==> src/rtl/pass_set.sv <==
// Password programming block for the 4-digit switch/key lock: old code, new code, confirm.
// Optional registered 7-segment status display is enabled with `define PASS_SET_HEX_EN.
module pass_set #(
    parameter int              DIGITS       = 4,
    parameter int              DW           = 4,
    parameter logic [15:0]     DEFAULT_CODE = 16'h1234
) (
    input  logic                 clk,
    input  logic                 rst_n,
    input  logic [DW-1:0]        SW,
    input  logic [1:0]           KEY,
    output logic [DIGITS*DW-1:0] code_o,
    output logic                 code_upd,
    output logic                 busy,
    output logic [0:6]           HEX0,
    output logic [0:6]           HEX1,
    output logic [0:6]           HEX2,
    output logic [0:6]           HEX3
);
    localparam int CW   = DIGITS * DW;
    localparam int CNTW = (DIGITS > 1) ? $clog2(DIGITS) : 1;
    localparam logic [CNTW-1:0] LAST = CNTW'(DIGITS - 1);

    typedef enum logic [2:0] {OLD, NEW, CONF, OK, ERR} state_t;

    logic [1:0]    key_s1, key_s2, key_d;
    logic [DW-1:0] sw_s1, sw_s2;
    logic          ent_p, can_p;

    state_t          state, state_nx;
    logic [CNTW-1:0] cnt, cnt_nx;
    logic [CW-1:0]   ebuf, ebuf_nx, nbuf, nbuf_nx, code_r, code_nx, ins;
    logic            upd_nx;

    // Keys idle high, so the synchronizer resets to "released" to avoid a false press.
    always_ff @(posedge clk or negedge rst_n) begin
        if (!rst_n) begin
            key_s1 <= 2'b11;
            key_s2 <= 2'b11;
            key_d  <= 2'b11;
            sw_s1  <= '0;
            sw_s2  <= '0;
        end else begin
            key_s1 <= KEY;
            key_s2 <= key_s1;
            key_d  <= key_s2;
            sw_s1  <= SW;
            sw_s2  <= sw_s1;
        end
    end

    assign ent_p = key_d[0] & ~key_s2[0];
    assign can_p = key_d[1] & ~key_s2[1];

    always_comb begin
        ins = ebuf;
        ins[CW-1-DW*int'(cnt) -: DW] = sw_s2;
    end

    always_comb begin
        state_nx = state;
        cnt_nx   = cnt;
        ebuf_nx  = ebuf;
        nbuf_nx  = nbuf;
        code_nx  = code_r;
        upd_nx   = 1'b0;
        case (state)
            OLD, NEW, CONF: begin
                if (can_p) begin
                    cnt_nx   = '0;
                    ebuf_nx  = '0;
                    nbuf_nx  = '0;
                    state_nx = OLD;
                end else if (ent_p) begin
                    if (cnt == LAST) begin
                        cnt_nx  = '0;
                        ebuf_nx = '0;
                        case (state)
                            OLD:  state_nx = (ins == code_r) ? NEW : ERR;
                            NEW: begin
                                nbuf_nx  = ins;
                                state_nx = CONF;
                            end
                            default: begin
                                if (ins == nbuf) begin
                                    code_nx  = nbuf;
                                    upd_nx   = 1'b1;
                                    state_nx = OK;
                                end else begin
                                    state_nx = ERR;
                                end
                            end
                        endcase
                    end else begin
                        cnt_nx  = cnt + 1'b1;
                        ebuf_nx = ins;
                    end
                end
            end
            default: begin
                if (can_p) begin
                    nbuf_nx  = '0;
                    state_nx = OLD;
                end
            end
        endcase
    end

    always_ff @(posedge clk or negedge rst_n) begin
        if (!rst_n) begin
            state    <= OLD;
            cnt      <= '0;
            ebuf     <= '0;
            nbuf     <= '0;
            code_r   <= CW'(DEFAULT_CODE);
            code_upd <= 1'b0;
        end else begin
            state    <= state_nx;
            cnt      <= cnt_nx;
            ebuf     <= ebuf_nx;
            nbuf     <= nbuf_nx;
            code_r   <= code_nx;
            code_upd <= upd_nx;
        end
    end

    assign code_o = code_r;
    assign busy   = (cnt != '0) || (state == NEW) || (state == CONF);

`ifdef PASS_SET_HEX_EN
    localparam logic [0:6] BLANK = 7'b1111111;

    function automatic logic [0:6] font(input logic [3:0] v);
        case (v)
            4'h0: font = 7'b0000001;
            4'h1: font = 7'b1001111;
            4'h2: font = 7'b0010010;
            4'h3: font = 7'b0000110;
            4'h4: font = 7'b1001100;
            4'h5: font = 7'b0100100;
            4'h6: font = 7'b0100000;
            4'h7: font = 7'b0001111;
            4'h8: font = 7'b0000000;
            4'h9: font = 7'b0000100;
            4'hA: font = 7'b0001000;
            4'hB: font = 7'b1100000;
            4'hC: font = 7'b0110001;
            4'hD: font = 7'b1000010;
            4'hE: font = 7'b0110000;
            default: font = 7'b0111000;
        endcase
    endfunction

    logic [0:6] h0_nx, h1_nx, h2_nx, h3_nx;

    always_comb begin
        h0_nx = font(4'(sw_s2));
        h1_nx = font(4'(cnt));
        h2_nx = BLANK;
        h3_nx = BLANK;
        case (state)
            OLD:  h3_nx = 7'b1100010;
            NEW:  h3_nx = 7'b1101010;
            CONF: h3_nx = 7'b0110001;
            OK: begin
                h3_nx = 7'b1000010;
                h2_nx = 7'b1100010;
                h1_nx = 7'b1101010;
                h0_nx = 7'b0110000;
            end
            default: begin
                h2_nx = 7'b0110000;
                h1_nx = 7'b1111010;
                h0_nx = 7'b1111010;
            end
        endcase
    end

    always_ff @(posedge clk or negedge rst_n) begin
        if (!rst_n) begin
            HEX0 <= BLANK;
            HEX1 <= BLANK;
            HEX2 <= BLANK;
            HEX3 <= BLANK;
        end else begin
            HEX0 <= h0_nx;
            HEX1 <= h1_nx;
            HEX2 <= h2_nx;
            HEX3 <= h3_nx;
        end
    end
`else
    assign HEX0 = 7'b1111111;
    assign HEX1 = 7'b1111111;
    assign HEX2 = 7'b1111111;
    assign HEX3 = 7'b1111111;
`endif

endmodule

==> config.mk <==
export PLATFORM = sky130hd
export DESIGN_NAME = pass_set
export DESIGN_NICKNAME = d
export VERILOG_FILES = /design/src/rtl/pass_set.sv
export SDC_FILE = /design/constraint.sdc
export NUM_CORES = 1
export LEC_CHECK = 0
export ABC_AREA = 1
export ABC_CLOCK_PERIOD_IN_PS = 2900
export CAP_MARGIN = 5
export CORE_MARGIN = 2
export CORE_UTILIZATION = 55
export CTS_CLUSTER_DIAMETER = 60
export DETAILED_ROUTE_END_ITERATION = 16
export DONT_BUFFER_PORTS = 1
export PLACE_DENSITY = 0.68
export SLEW_MARGIN = 15
export SYNTH_ARGS = -nofsm -noshare
export SYNTH_HDL_FRONTEND = slang
export SYNTH_SLANG_ARGS = --single-unit
export TNS_END_PERCENT = 50
==> constraint.sdc <==
create_clock -name clk -period 2.9 [get_ports clk]
set_input_delay 0.29 -clock clk [delete_from_list [all_inputs] [get_ports clk]]
set_output_delay 0.29 -clock clk [all_outputs]
set_load 0.02 [all_outputs]
# After elaboration in Yosys (flattened, before gate mapping)

Cells that the tools add are included.

$add $sub $neg: 3
Equality and inequality tests: 5
Shifts and indexed selects: 2
Mux-type cells: 27
Bitwise operators: 6
Reduce and logical (&&, ||, !) cells: 14

Operators by type and width:

| kind                      | number |
|---|---|
| $mux W16                  | 9 |
| $neg A5 Y33               | 1 |
| $shift A4 B33 Y19 const A | 1 |
| $shiftx A4 B33 Y19        | 1 |
| $eq A16 B16 Y1            | 2 |
| $mux W3                   | 7 |
| $bwmux W16                | 1 |
| $reduce_bool A2 Y1        | 5 |
| $mux W1                   | 6 |
| $mux W2                   | 3 |
| $pmux W3 S2               | 1 |
| $reduce_and A6 Y1         | 1 |
| $sub A4 B4 Y5 const A     | 1 |
| $not A1 Y1                | 4 |
| $reduce_and A4 Y1         | 1 |
| $eq A3 B1 Y1 const B      | 1 |
| $eq A3 B2 Y1 const B      | 1 |
| $logic_not A3 Y1          | 1 |
| $reduce_and A3 Y1         | 1 |
| $reduce_or A3 Y1          | 1 |
| $add A2 B1 Y2 const B     | 1 |
| $and A1 B1 Y1             | 2 |
| $eq A2 B2 Y1 const B      | 1 |
| $logic_or A1 B1 Y1        | 2 |
| 2 further kinds           | 2 |

Register bits after elaboration: 68
Input bits: 8
Output and inout bits: 46
Word-level logic and storage cells: 68

# Logic depth before layout (Yosys ltp)

Depth in word-level cells: 11
Depth in mapped cells: 17

# Worst setup path before layout

Ideal clock, no wire load.

Path type: register to register
Start point: register cnt[0]
End point: register code_r[11] (netlist: code_o[11])
Setup time: 0.117 ns
Data arrival time: 1.984 ns
Required time: 2.783 ns
Slack: 0.799 ns
Cell stages (with the launch flop): 18
Buffers on the path: 2
Period minus slack after synthesis: 2.101 ns
Cells stage by stage: dfrtp_1 -> buf_6 -> inv_1 -> ha_1 -> inv_1 -> nor2_2 -> nand2_1 -> nand2_2 -> nand2_1 -> nand2_1 -> nand2_1 -> inv_1 -> nand2_1 -> nor2_4 -> nand4_4 -> buf_6 -> nand2_1 -> nand2_1

Word-level cells in the longest chain between the ends: 6
Elaborated cells between the ends (all ways): 8
Classes of those cells: add/sub: 2; eq/ne: 2; shift: 2; mux: 1; reduce/logical: 1

Ends and longest elaborated chain:

| what                                                           | RTL line | source |
|---|---|---|
| start, declared                                                | 31       | `logic [CNTW-1:0] cnt, cnt_nx;` |
| start signal, assigned                                         | 119      | `cnt <= cnt_nx;` |
| $sub A4 B4 Y5                                                  | 57       | `ins[CW-1-DW*int'(cnt) -: DW] = sw_s2;` |
| $neg A5 Y33                                                    | 57       |  |
| $shiftx A4 B33 Y19 / $shift A4 B33 Y19 (equally long branches) | 57       |  |
| $bwmux W16                                                     | 57       |  |
| $eq A16 B16 Y1                                                 | 85       | `if (ins == nbuf) begin` |
| $reduce_and A6 Y1 (no source line) (*)                         | -        |  |
| end signal, assigned                                           | 115      | `code_r <= CW'(DEFAULT_CODE);` |
| end signal, assigned                                           | 122      | `code_r <= code_nx;` |
| end, declared                                                  | 32       | `logic [CW-1:0] ebuf, ebuf_nx, nbuf, nbuf_nx, code_r, code_nx, ins;` |

Mark *: on every way between the ends. The rest lies on a longest branch, timed or not.
A chain may end at the register's enable or synchronous reset.

# Worst setup path after layout

Start point: register cnt[0]
End point: register code_r[7] (netlist: code_o[7])

The elaborated chain is that of the path after synthesis.

==> run_results.csv <==
group,metric,value,unit
logic_synthesis,syn-cell-area,3810,µm²
die,pin_count,54,
die,fp.dieW,87.3,µm
placed_design,dpl_cell_area,3780,µm²
logic_synthesis,synth_flop_cell,"dfrtp_1",
die,initial_core_util,56.4,%
logic_synthesis,syn_area_per_cell,7.45,µm²
placed_design,hpwl,6470,µm
sta,slew_violations,0,
cts,clkTransAtPathRegs,0.07,ns
logic_synthesis,synth_edf_count,0,
cts,clockBufferDepth,2,
cts,clkLatencyLatePin,0.35,ns
global_routing,grt_max_degree,69,
sta,max_freq,0.392,GHz
sta,setup_violations,0,
layout,antenna_cells,0,
sta,worst_pin_slew,0.793,ns
layout,nets,539,
outcome,status,"complete, no violations",
layout,drive_above_1_share,12.0,%
critical_path,end_kind,"flip-flop",
layout,mostFrequentLayoutCell,"nand2_1",
route,detail_route.wl_per_cell,14.7,µm
global_routing,globalRoute.totalOverflow,0,
layout,fillers,627,
logic_synthesis,synth_cell_types,28,
logic_synthesis,ys_seq_elements,68,
logic_synthesis,yosysSeqAreaShare,45.0,%
critical_path,worstPathCellList,"inv_1 > ha_1 > inv_1 > nor2_2 > nand2_1 > nand2_1 > nand2_1 > nand3_1 > nor2_4 > nand4_4 > nand2_1 > nand2_1",
layout,area_delta_synth_final,7.19,%
logic_synthesis,async_flop_share,100,%
critical_path,startpoint,"cnt[0]",
sta,relSlewSlack,46.6,%
cts,cts_tree,"built",
route,routed_wl,8980,µm
route,vias_per_cell,5.18,
sta,setup_tns,0,ns
global_routing,grt_pass1_vias,2860,
cts,h-tree-depth,3,
critical_path,crit_required,3.12,ns
power_and_ir_drop,power_density,721,nW/µm²
route,dr.pass1.iters,5,
critical_path,crit_type,"reg2reg",
hold_path,worstHoldStart,"sw_s1[1]",
route,vias,3171,
critical_path,slowest_stage,"dfrtp_1",
critical_path,r2r_start,"cnt[0]",
placed_design,gp_congestion,0.902,
sta,fin_skew,0.0153,ns
cts,cts_buffers,9,
sta,finalHoldViolations,0,
global_routing,antenna_found_initial,0,
sta,period_minus_slack,2.55,ns
logic_synthesis,synthCells,512,
cts,cts_resized,0,
route,antenna_left,0,
hold_path,hold_path_class,"reg2reg",
die,die-area,7610,µm²
layout,design_area,4090,µm²
sta,finalCritPeriodShare,88.0,%
die,fp.dieH,87.3,µm
global_routing,grt_pass1_wl,14400,µm
die,rows,30,
critical_path,worst_setup_path_start_kind,"flip-flop",
global_routing,grt_util_all_layers,25.3,%
power_and_ir_drop,p_leak,0.00214,µW
critical_path,worstPathMaxFanout,19,
critical_path,max_stage_delay,0.58,ns
route,drtIter0Drc,232,
logic_synthesis,yosysWarnings,0,
critical_path,path_delay_family,"simple AND/OR/NAND/NOR gates",
sta,rsz0062_at_grt,"false",
route,drc,0,
die,core,6760,µm²
layout,final_cell_mix,"178 x nand2_1, 67 x nand3_1, 57 x inv_1, 57 x dfrtp_1",
critical_path,crit_path_frequent_cell,"nand2_1",
critical_path,worstPathBufferInverterCount,2,
cts,clock-sinks,68,
critical_path,cp.arrival,2.77,ns
cts,cts_root_buf,"clkbuf_8",
run,max_cap_viol_count,0,
power_and_ir_drop,ir_drop,423,µV
placed_design,numPortBuffers,0,
## routing by layer
metal  vias up  wire [µm]  part of all wire, %  track usage [%]
met2       124       4190                   47             39.8
met1      1471       4020                   45             35.9
met3        12        660                  7.4             5.40
li1       1564          -                    -                -
met4         0        108                  1.2             6.01
met5         -          0                    0                0
## registers in the layout, summed over array words and instances, names as in the netlist
name,cells
nbuf,16
cnt,2
state,3
ebuf,16
key_d,2
sw_s1,4
code_o,16
key_s1,2
code_upd,1
sw_s2,4
key_s2,2
## layout make-up
class	count	area, µm²	area share, %
clock buffers	14	173	4.23
clock inverters	2	10.0	0.245
inverters	61	229	5.60
multi-input cells	371	1690	41.3
flip-flops and latches	68	1720	42.0
well taps	80	100	2.45
repair buffers	16	170	4.16
## path summary, 6_finish.rpt
kind | end | slack [ns] | cells past startpoint
min in group asynchronous | nbuf[9] | 0.48 | 2
max | code_o[7] | 0.35 | 12
max reg2reg | code_o[7] | 0.35 | 12
min | sw_s2[1] | 0.35 | 0
max in group asynchronous | key_d[0] | 2.10 | 2
min reg2reg | sw_s2[1] | 0.35 | 0
## Yosys cell counts (2+ instances only)
cell type / instances / area (µm²)
xnor2_1: 2 / 17.5
ha_1: 4 / 50.1
dfstp_2: 11 / 289
nand3_1: 67 / 335
nand2_2: 14 / 87.6
nor3_1: 2 / 10.0
nor2_2: 5 / 31.3
o21ai_0: 27 / 135
nand2_1: 178 / 668
nor2_1: 28 / 105
clkbuf_1: 5 / 18.8
buf_2: 2 / 10.0
nand3_2: 2 / 20.0
inv_1: 57 / 214
dfrtp_1: 57 / 1430
buf_6: 3 / 33.8
inv_2: 4 / 15.0
buf_4: 29 / 218
nor2_4: 3 / 33.8
o22ai_1: 3 / 18.8
xor2_1: 2 / 17.5
## kinds of logic after synthesis
family	synth area share [%]
compound gates	4.36
xor+xnor	0.919
fa+ha+maj	1.31
buf+inv	13.4
flops	45.0
other cells	0.0984
simple gates	35.0
## report_power, final
part	internal, µW	switching (µW)
Sequential	1030	87.5
Combinational	325	781
Clock	379	348
Total	1730	1220
## metrics by stage
stage          std cells  hold slack, ns  setup WS [ns]  total power (µW)  utilization [%]
2_1_floorplan        539        -0.00559          0.799              1990                -
3_3_place_gp         586        -0.00394          0.323              2160             55.9
3_5_place_dp         586        -0.00369          0.287              2180             55.9
4_1_cts              610           0.353          0.264              2940             60.1
5_1_grt              612           0.357         0.0780              3150             60.5
6_report             612           0.350          0.348              2950             60.5
## what timing repair did
item / in CTS / in global routing
setup endpoints to repair: 0 / 2
buffers inserted: 0 / 2
endpoints found under the hold margin: 74 / 0
hold buffers: 8 / 0
Power figures use the tool's default switching activity.
